File: src/rtl/path_pkg.sv
// Shared definitions for the maze path pipeline: direction codes and walker FSM states.
package path_pkg;

  localparam logic [1:0] DIR_UP    = 2'b00;
  localparam logic [1:0] DIR_RIGHT = 2'b01;
  localparam logic [1:0] DIR_LEFT  = 2'b10;
  localparam logic [1:0] DIR_DOWN  = 2'b11;

  typedef enum logic [1:0] {
    IDLE   = 2'b00,
    LOAD   = 2'b01,
    WALK   = 2'b10,
    FINISH = 2'b11
  } walk_state_e;

endpackage

File: src/rtl/visit_map.sv
// One bit per grid cell, addressed {y,x}; single-cycle clear that leaves the start cell marked.
module visit_map #(
  parameter int COORD_W = 4
) (
  input  logic                 clk,
  input  logic                 rst,
  input  logic                 clear,
  input  logic [2*COORD_W-1:0] clear_addr,
  input  logic                 mark,
  input  logic [2*COORD_W-1:0] mark_addr,
  input  logic [2*COORD_W-1:0] test_addr,
  output logic                 visited
);

  localparam int CELLS = 2 ** (2 * COORD_W);

  logic [CELLS-1:0] map_q;
  logic [CELLS-1:0] map_d;

  always_comb begin
    map_d = map_q;
    if (clear) begin
      map_d             = '0;
      map_d[clear_addr] = 1'b1;
    end else if (mark) begin
      map_d[mark_addr] = 1'b1;
    end
  end

  always_ff @(posedge clk) begin
    if (!rst) begin
      map_q <= '0;
    end else begin
      map_q <= map_d;
    end
  end

  assign visited = map_q[test_addr];

endmodule

File: src/rtl/path_walker.sv
// Replays a 2-bit direction stream over the maze grid, tracking position, steps and errors.
// Optional revisit detection is enabled by defining REVISIT_CHECK_EN.
module path_walker
  import path_pkg::*;
#(
  parameter int COORD_W = 4,
  parameter int START_X = 0,
  parameter int START_Y = 0,
  parameter int GOAL_X  = 15,
  parameter int GOAL_Y  = 15,
  parameter int STEP_W  = 8
) (
  input  logic               clk,
  input  logic               rst,
  input  logic               start,
  input  logic               dir_valid,
  input  logic [1:0]         dir_in,
  input  logic               stream_done,
  output logic [COORD_W-1:0] pos_x,
  output logic [COORD_W-1:0] pos_y,
  output logic [STEP_W-1:0]  step_count,
  output logic               move_valid,
  output logic               busy,
  output logic               done,
  output logic               at_goal,
  output logic               error
);

  localparam logic [COORD_W-1:0] SX      = COORD_W'(START_X);
  localparam logic [COORD_W-1:0] SY      = COORD_W'(START_Y);
  localparam logic [COORD_W-1:0] GX      = COORD_W'(GOAL_X);
  localparam logic [COORD_W-1:0] GY      = COORD_W'(GOAL_Y);
  localparam logic [COORD_W-1:0] C_ONE   = COORD_W'(1);
  localparam logic [COORD_W-1:0] C_MAX   = '1;
  localparam logic [STEP_W-1:0]  S_ONE   = STEP_W'(1);
  localparam logic [STEP_W-1:0]  S_MAX   = '1;

  walk_state_e        state_q, state_d;
  logic [COORD_W-1:0] pos_x_q, pos_x_d;
  logic [COORD_W-1:0] pos_y_q, pos_y_d;
  logic [STEP_W-1:0]  step_q, step_d;
  logic               move_valid_q, move_valid_d;
  logic               busy_q, busy_d;
  logic               done_q, done_d;
  logic               at_goal_q, at_goal_d;
  logic               error_q, error_d;

  logic [COORD_W-1:0] next_x;
  logic [COORD_W-1:0] next_y;
  logic               out_of_bounds;
  logic               revisit;
  logic               try_move;
  logic               accept;
  logic               reject;

  // Candidate cell for this cycle's direction; an edge move is flagged rather than wrapped.
  always_comb begin
    next_x        = pos_x_q;
    next_y        = pos_y_q;
    out_of_bounds = 1'b0;
    case (dir_in)
      DIR_UP: begin
        if (pos_y_q == '0) out_of_bounds = 1'b1;
        else               next_y = pos_y_q - C_ONE;
      end
      DIR_RIGHT: begin
        if (pos_x_q == C_MAX) out_of_bounds = 1'b1;
        else                  next_x = pos_x_q + C_ONE;
      end
      DIR_LEFT: begin
        if (pos_x_q == '0) out_of_bounds = 1'b1;
        else               next_x = pos_x_q - C_ONE;
      end
      default: begin
        if (pos_y_q == C_MAX) out_of_bounds = 1'b1;
        else                  next_y = pos_y_q + C_ONE;
      end
    endcase
  end

`ifdef REVISIT_CHECK_EN
  logic visited;

  visit_map #(
    .COORD_W (COORD_W)
  ) u_visit_map (
    .clk        (clk),
    .rst        (rst),
    .clear      (state_q == LOAD),
    .clear_addr ({SY, SX}),
    .mark       (accept),
    .mark_addr  ({next_y, next_x}),
    .test_addr  ({next_y, next_x}),
    .visited    (visited)
  );

  assign revisit = visited & ~out_of_bounds;
`else
  assign revisit = 1'b0;
`endif

  // Once error is set the walker is frozen: no further direction is even evaluated.
  assign try_move = (state_q == WALK) && dir_valid && !error_q;
  assign accept   = try_move && !out_of_bounds && !revisit;
  assign reject   = try_move && (out_of_bounds || revisit);

  always_comb begin
    state_d      = state_q;
    pos_x_d      = pos_x_q;
    pos_y_d      = pos_y_q;
    step_d       = step_q;
    move_valid_d = 1'b0;
    busy_d       = busy_q;
    done_d       = 1'b0;
    at_goal_d    = at_goal_q;
    error_d      = error_q;

    case (state_q)
      IDLE: begin
        if (start) begin
          state_d   = LOAD;
          pos_x_d   = SX;
          pos_y_d   = SY;
          step_d    = '0;
          at_goal_d = 1'b0;
          error_d   = 1'b0;
          busy_d    = 1'b1;
        end
      end
      LOAD: begin
        state_d = WALK;
      end
      WALK: begin
        if (accept) begin
          pos_x_d      = next_x;
          pos_y_d      = next_y;
          step_d       = (step_q == S_MAX) ? step_q : step_q + S_ONE;
          move_valid_d = 1'b1;
        end
        if (reject) begin
          error_d = 1'b1;
        end
        // A move arriving with stream_done is folded in before the goal test.
        if (stream_done) begin
          state_d   = FINISH;
          done_d    = 1'b1;
          busy_d    = 1'b0;
          at_goal_d = (pos_x_d == GX) && (pos_y_d == GY) && !error_d;
        end
      end
      FINISH: begin
        state_d = IDLE;
      end
      default: begin
        state_d = IDLE;
      end
    endcase
  end

  always_ff @(posedge clk) begin
    if (!rst) begin
      state_q      <= IDLE;
      pos_x_q      <= SX;
      pos_y_q      <= SY;
      step_q       <= '0;
      move_valid_q <= 1'b0;
      busy_q       <= 1'b0;
      done_q       <= 1'b0;
      at_goal_q    <= 1'b0;
      error_q      <= 1'b0;
    end else begin
      state_q      <= state_d;
      pos_x_q      <= pos_x_d;
      pos_y_q      <= pos_y_d;
      step_q       <= step_d;
      move_valid_q <= move_valid_d;
      busy_q       <= busy_d;
      done_q       <= done_d;
      at_goal_q    <= at_goal_d;
      error_q      <= error_d;
    end
  end

  assign pos_x      = pos_x_q;
  assign pos_y      = pos_y_q;
  assign step_count = step_q;
  assign move_valid = move_valid_q;
  assign busy       = busy_q;
  assign done       = done_q;
  assign at_goal    = at_goal_q;
  assign error      = error_q;

endmodule

File: config.mk
export PLATFORM = sky130hd
export DESIGN_NAME = path_walker
export DESIGN_NICKNAME = d
export VERILOG_FILES = /design/src/rtl/path_pkg.sv /design/src/rtl/visit_map.sv /design/src/rtl/path_walker.sv
export SDC_FILE = /design/constraint.sdc
export NUM_CORES = 1
export LEC_CHECK = 0
export ABC_AREA = 1
export CORE_MARGIN = 5
export CORE_UTILIZATION = 43
export CTS_CLUSTER_DIAMETER = 40
export CTS_CLUSTER_SIZE = 10
export DETAILED_ROUTE_END_ITERATION = 16
export PLACE_DENSITY = 0.66
export SETUP_SLACK_MARGIN = 0.15
export SKIP_CTS_REPAIR_TIMING = 1
export SYNTH_ARGS = -nofsm -noshare
export SYNTH_HDL_FRONTEND = slang
export SYNTH_SLANG_ARGS = --single-unit
File: constraint.sdc
create_clock -name clk -period 3.2 [get_ports clk]
set_input_delay 0.48 -clock clk [delete_from_list [all_inputs] [get_ports clk]]
set_output_delay 0.48 -clock clk [all_outputs]
set_load 0.05 [all_outputs]
# ---- Yosys cells after proc, flatten, opt, wreduce, memory -nomap -nowiden
# Index checks and enable logic that the tools add are counted.
dict set report word_totals {
  latchBits 0
  ramBits 0
  in_bits 7
  rom_bits 0
  mem_count 0
  ff_bits 23
  word_cells 84
  out_inout_bits 21
}
dict set report op_classes {
  n_addsub 5
  div_mod_pow 0
  n_shift 0
  reduce_logical 20
  mux 36
  n_eq_ne 14
  multipliers 0
  bitwise_logic 0
  magnitude_cmp 0
}
# op n
set ops {}
lappend ops {{4-bit 2-to-1 mux} 9}
lappend ops {{4-bit one-hot mux with 2 select lines} 4}
lappend ops {{8-bit 2-to-1 mux} 3}
lappend ops {{4-bit == test, second input constant} 4}
lappend ops {{8-bit one-hot mux with 2 select lines} 1}
lappend ops {{1-bit 2-to-1 mux} 12}
lappend ops {{4-bit by 1-bit adder with 4-bit output, second input constant} 2}
lappend ops {{8-bit by 1-bit adder with 8-bit output, second input constant} 1}
lappend ops {{8-bit == test, second input constant} 1}
lappend ops {{4-bit logical NOT} 2}
lappend ops {{2-bit inequality test, second input constant} 4}
lappend ops {{2-bit one-hot mux with 4 select lines} 1}
lappend ops {{4-bit by 1-bit subtractor with 4-bit output, second input constant} 2}
lappend ops {{2-bit == test, second input constant} 3}
lappend ops {{1-bit logical AND} 6}
lappend ops {{1-bit one-hot mux with 2 select lines} 3}
lappend ops {{2-bit AND reduction} 3}
lappend ops {{2-bit by 1-bit == test with 1-bit output, second input constant} 2}
lappend ops {{2-bit logical NOT} 2}
lappend ops {{2-bit 2-to-1 mux} 2}
lappend ops {{4-bit AND reduction} 1}
lappend ops {{1-bit logical NOT} 3}
lappend ops {{1-bit one-hot mux with 3 select lines} 1}
lappend ops {{3-bit AND reduction} 1}
lappend ops {{other kinds (2)} 2}

# ---- Longest topological paths before layout
dict set report depth {
  depth_word 12
  depth_mapped 15
  mapped_depth_nobuf 15
}

# ---- Least setup slack after synthesis
# Ideal clock, no wire load.
dict set report synth_path {
  path_kind {register to register}
  startpoint {reg pos_x_q[0] (netlist: pos_x[0])}
  endpoint {reg step_q[4] (netlist: step_count[4])}
  synth_period_minus_slack_ns 2.274
  stages_incl_launch_ff 14
  arrival_time_ns 2.204
  path_slack_ns 0.926
  path_buffers 0
  required_ns 3.130
  setup_ns 0.070
  path_cell_list {dfxtp_1 > inv_1 > ha_1 > nand3_1 > nand2_1 > nor2_4 > nor2_4 > nor2_8 > nand2_4 > nand2_4 > nand2_4 > nor2_2 > nand2_1 > a21oi_1}
}
dict set report synth_via {
  elab_chain_cells 7
  word_cells_on_any_way 9
  cone_classes {2 x eq/ne; 3 x mux; 4 x reduce/logical}
}
# item line
set synth_lines {}
lappend synth_lines {{from (decl)} path_walker.sv:39} ;# logic [COORD_W-1:0] pos_x_q, pos_x_d;
lappend synth_lines {{from (signal assigned)} path_walker.sv:173} ;# pos_x_q <= pos_x_d;
lappend synth_lines {{4-bit == test / 4-bit logical NOT (equally long branches)} {path_walker.sv:67, path_walker.sv:71}}
lappend synth_lines {{1-bit 2-to-1 mux, on equally long branches} {path_walker.sv:67, path_walker.sv:71}}
lappend synth_lines {{1-bit one-hot mux with 3 select lines (*)} path_walker.sv:61} ;# case (dir_in)
lappend synth_lines {{1-bit logical NOT (*)} path_walker.sv:104} ;# assign accept = try_move && !out_of_bounds && !revisit;
lappend synth_lines {{1-bit logical AND (*)} path_walker.sv:104}
lappend synth_lines {{2-bit inequality test (no source line) (*)} --}
lappend synth_lines {{4-bit AND reduction (no source line) (*)} --}
lappend synth_lines {{to (signal assigned)} path_walker.sv:175} ;# step_q <= step_d;
lappend synth_lines {{to (decl)} path_walker.sv:41} ;# logic [STEP_W-1:0] step_q, step_d;
# Mark *: on every way between the ends. The rest lies on a longest branch, timed or not.
# A chain may end at the register's enable or synchronous reset.

# ---- Worst setup path in the final report
dict set report layout_path {
  startpoint {in dir_in[1]}
  endpoint {reg step_q[4] (netlist: step_count[4])}
}
dict set report layout_via {
  elab_chain_cells 6
  word_cells_on_any_way 8
  cone_classes {3 x eq/ne; 1 x mux; 4 x reduce/logical}
}
# item line
set layout_lines {}
lappend layout_lines {{from (decl)} path_walker.sv:17} ;# input logic [1:0] dir_in,
lappend layout_lines {{2-bit == test, or another cell as far along} path_walker.sv:61}
lappend layout_lines {{1-bit one-hot mux with 3 select lines (*)} path_walker.sv:61}
lappend layout_lines {{1-bit logical NOT (*)} path_walker.sv:104}
lappend layout_lines {{1-bit logical AND (*)} path_walker.sv:104}
lappend layout_lines {{2-bit inequality test (no source line) (*)} --}
lappend layout_lines {{4-bit AND reduction (no source line) (*)} --}
# Marked as above.

==> metrics <==
Post-synth EDFFs=0; Tot Pwr=1025 uW; CP Data Required Time=between 3 and 4 ns; Layout Utilization=52.99%; sequential share of power=between 30% and 40%; DR iter-0 viols=about 120; Async SR Flop Fraction=0%; Yosys warnings=0; WL/cell=~11 um; Power Density=around 480 nW/um^2; vias=roughly 1800; gr ovfl total=0; Tot GR Track Use=between 10% and 20%; CP endpoint kind=flip-flop; critical path's top delay family=simple AND/OR/NAND/NOR gates; number of global-route vias before repair=between 1500 and 2000; num ports=28; final setup violation count=0; Root Driver=clkbuf_8; PortBufs=27; drt drc=0; Buf+Inv Stages, Crit Path=2; initial antenna violation count=0; syn avg cell area=~6.3 sq um; Post-Syn Area=approximately 1800 sq um; setup TNS=0 ns; area of the core=4000 sq um; switching power=between 400 and 500 uW; clock group share of total power=~18%; share of cells above drive strength 1=6.536%; worst relative slew slack=between 60% and 70%; Achievable Freq=between 400 and 500 MHz; top cell type's share of synthesized area=between 20% and 30%; most common cell in the netlist=nand2_1; cell taking the most area after synthesis=dfxtp_1; antenna cells=0; vias per inst=5.081; RSZ-0062 raised after global routing=false; switching share of power=about 46%; Crit Path Category=in -> reg; maximum vdd ir drop=roughly 410 uV; highest-delay cell along the critical path=clkdlybuf4s50_1; CTS buffer count=3; Worst Hold Class=reg -> reg; Synth area leaders=dfxtp_1, nand2_1, ha_1, inv_1, nand3_1; synthesis-stage register bit count=23; dpl ws=roughly 0.64 ns; die area=between 5000 and 6000 sq um; Clock Sinks=23; Worst EP arrival=~2.5 ns; clock tree from TritonCTS=yes; final hold violations=0; most instantiated cells after synthesis=nand2_1, inv_1, nand3_1, dfxtp_1, a21oi_1; Seq/Total Area, Yosys=a little over a quarter; Die Height=around 74 um; leakage=around 0.00095 uW; Row Count=23; CP most frequent cell=nand2_4; Area Growth Syn to Fin=20.14%; max-slew violations=0; slowest stage delay, CP=0.51 ns; Synth cell types=30; final setup margin=between 0.9 and 1 ns; Max Cap Viol=0; Critical Path Fanout Max=9; placed standard-cell area=between 2000 and 2500 sq um; Max Root-Sink Buffers=2; outcome=complete, no violations; Worst-Skew Late Latency=0.27 ns; Die W=74.05 um; Mapped Cells=about 280; clock skew=0.005721 ns; post-synth net total=298; Pint=~560 uW; crit path time final=between 2 and 2.5 ns; hpwl dp=about 3200 um; Worst-path clk slew=around 0.08 ns; crit share post-route=a little under three quarters; combinational fraction of design power=between 40% and 50%; H-tree depth=1; final instance area=about 2100 sq um; Total Wirelength=about 4000 um; router iterations before antenna repair=4; Initial Util=44.10%; ys flop type=dfxtp_1; fin nets=roughly 330; crit-path cells=clkdlybuf4s50_1 > inv_1 > ha_1 > nand4_1 > nand2_1 > nor2_4 > nor2_4 > nor2_8 > nand2_4 > nand2_4 > nand2_4 > nor2_2 > nand2_1 > a21oi_1; first-pass GRT wire length=7107 um; Setup crit start kind=input port; largest net degree at the start of global routing=14; gpl congestion=0.8548; remaining antenna violation count=0; Layout fillers=402; worst-margin pin slew=0.5064 ns
-- cell usage in the layout (no fill, tap or decap), types with 7 or more instances in the layout --
cell type	n
nand3_1	28
dfxtp_1	23
nand2_1	81
clkdlybuf4s50_1	27
o22ai_1	7
inv_1	40
nor2_1	18
a21oi_1	19
ha_1	12
o21ai_0	16
-- cell type report --
type,instances,area (sq um),share of cell area (%)
clock buffer,3,41.29,1.948
clock inverter,1,5.005,0.2361
inverter,42,157.7,7.438
multi-input combinational,210,1122,52.95
sequential,23,460.4,21.72
tap,50,62.56,2.952
timing repair buffer,27,270.3,12.75
-- power groups by stage --
stage                     sequential, uW  combinational, uW  clock [uW]
after global routing                 348                566         201
after CTS                            344                504         186
after floorplan                      399                339           0
after detailed placement             351                502           0
after global placement               351                502           0
final                                344                500         181
-- metal layers --
layer / wire length [um] / track usage [%] / part of all wire, %
met3: 140 / 1.892 / 3.4
met4: 48 / 6.237 / 1.2
met5: 0 / 0 / 0
met2: 1869 / 25.69 / 46
met1: 2011 / 22.40 / 49
-- flip-flops by register name, indices dropped and copies added, names as in the netlist --
name        count
step_count      8
pos_x           4
pos_y           4
state_q         2
at_goal         1
busy            1
done            1
error           1
move_valid      1
-- path summary, 6_finish.rpt --
path	from	endpoint	slack (ns)	depth (start not counted)
max	dir_in[1]	step_count[4]$_SDFFE_PN0P_	0.93	14
min	step_count[4]$_SDFFE_PN0P_	step_count[4]$_SDFFE_PN0P_	0.46	2
max reg2reg	state_q[0]$_SDFFE_PN0P_	step_count[5]$_SDFFE_PN0P_	1.07	8
min reg2reg	step_count[4]$_SDFFE_PN0P_	step_count[4]$_SDFFE_PN0P_	0.46	2
-- through the flow --
step,hold slack (ns),instances
CTS,0.4637,356
global route,0.4813,356
detailed placement,0.4504,352
floorplan,0.4734,279
finish,0.4596,356
global placement,0.4536,352
-- tightest hold or removal path, delay by kind of cell (launching register included) --
kind	cells	cell delay (ns)
buffers and inverters	1	0.05
AO/OA/AOI/OAI	1	0.05
flip-flops	1	0.33
-- kinds of logic (layout without fill, tap and decap cells) --
| kind of cell | count (synthesis) | count (layout) | synth area share, % |
|---|---|---|---|
| adder cells (fa/ha/maj) | 12 | 12 | 8.510 |
| AO/OA/AOI/OAI | 46 | 46 | 14.26 |
| AND/OR/NAND/NOR | 149 | 149 | 39.36 |
| flip-flops | 23 | 23 | 26.10 |
| XOR/XNOR | 3 | 3 | 1.490 |
| buffers and inverters | 46 | 73 | 10.28 |
(Power assumes the default switching activity.)
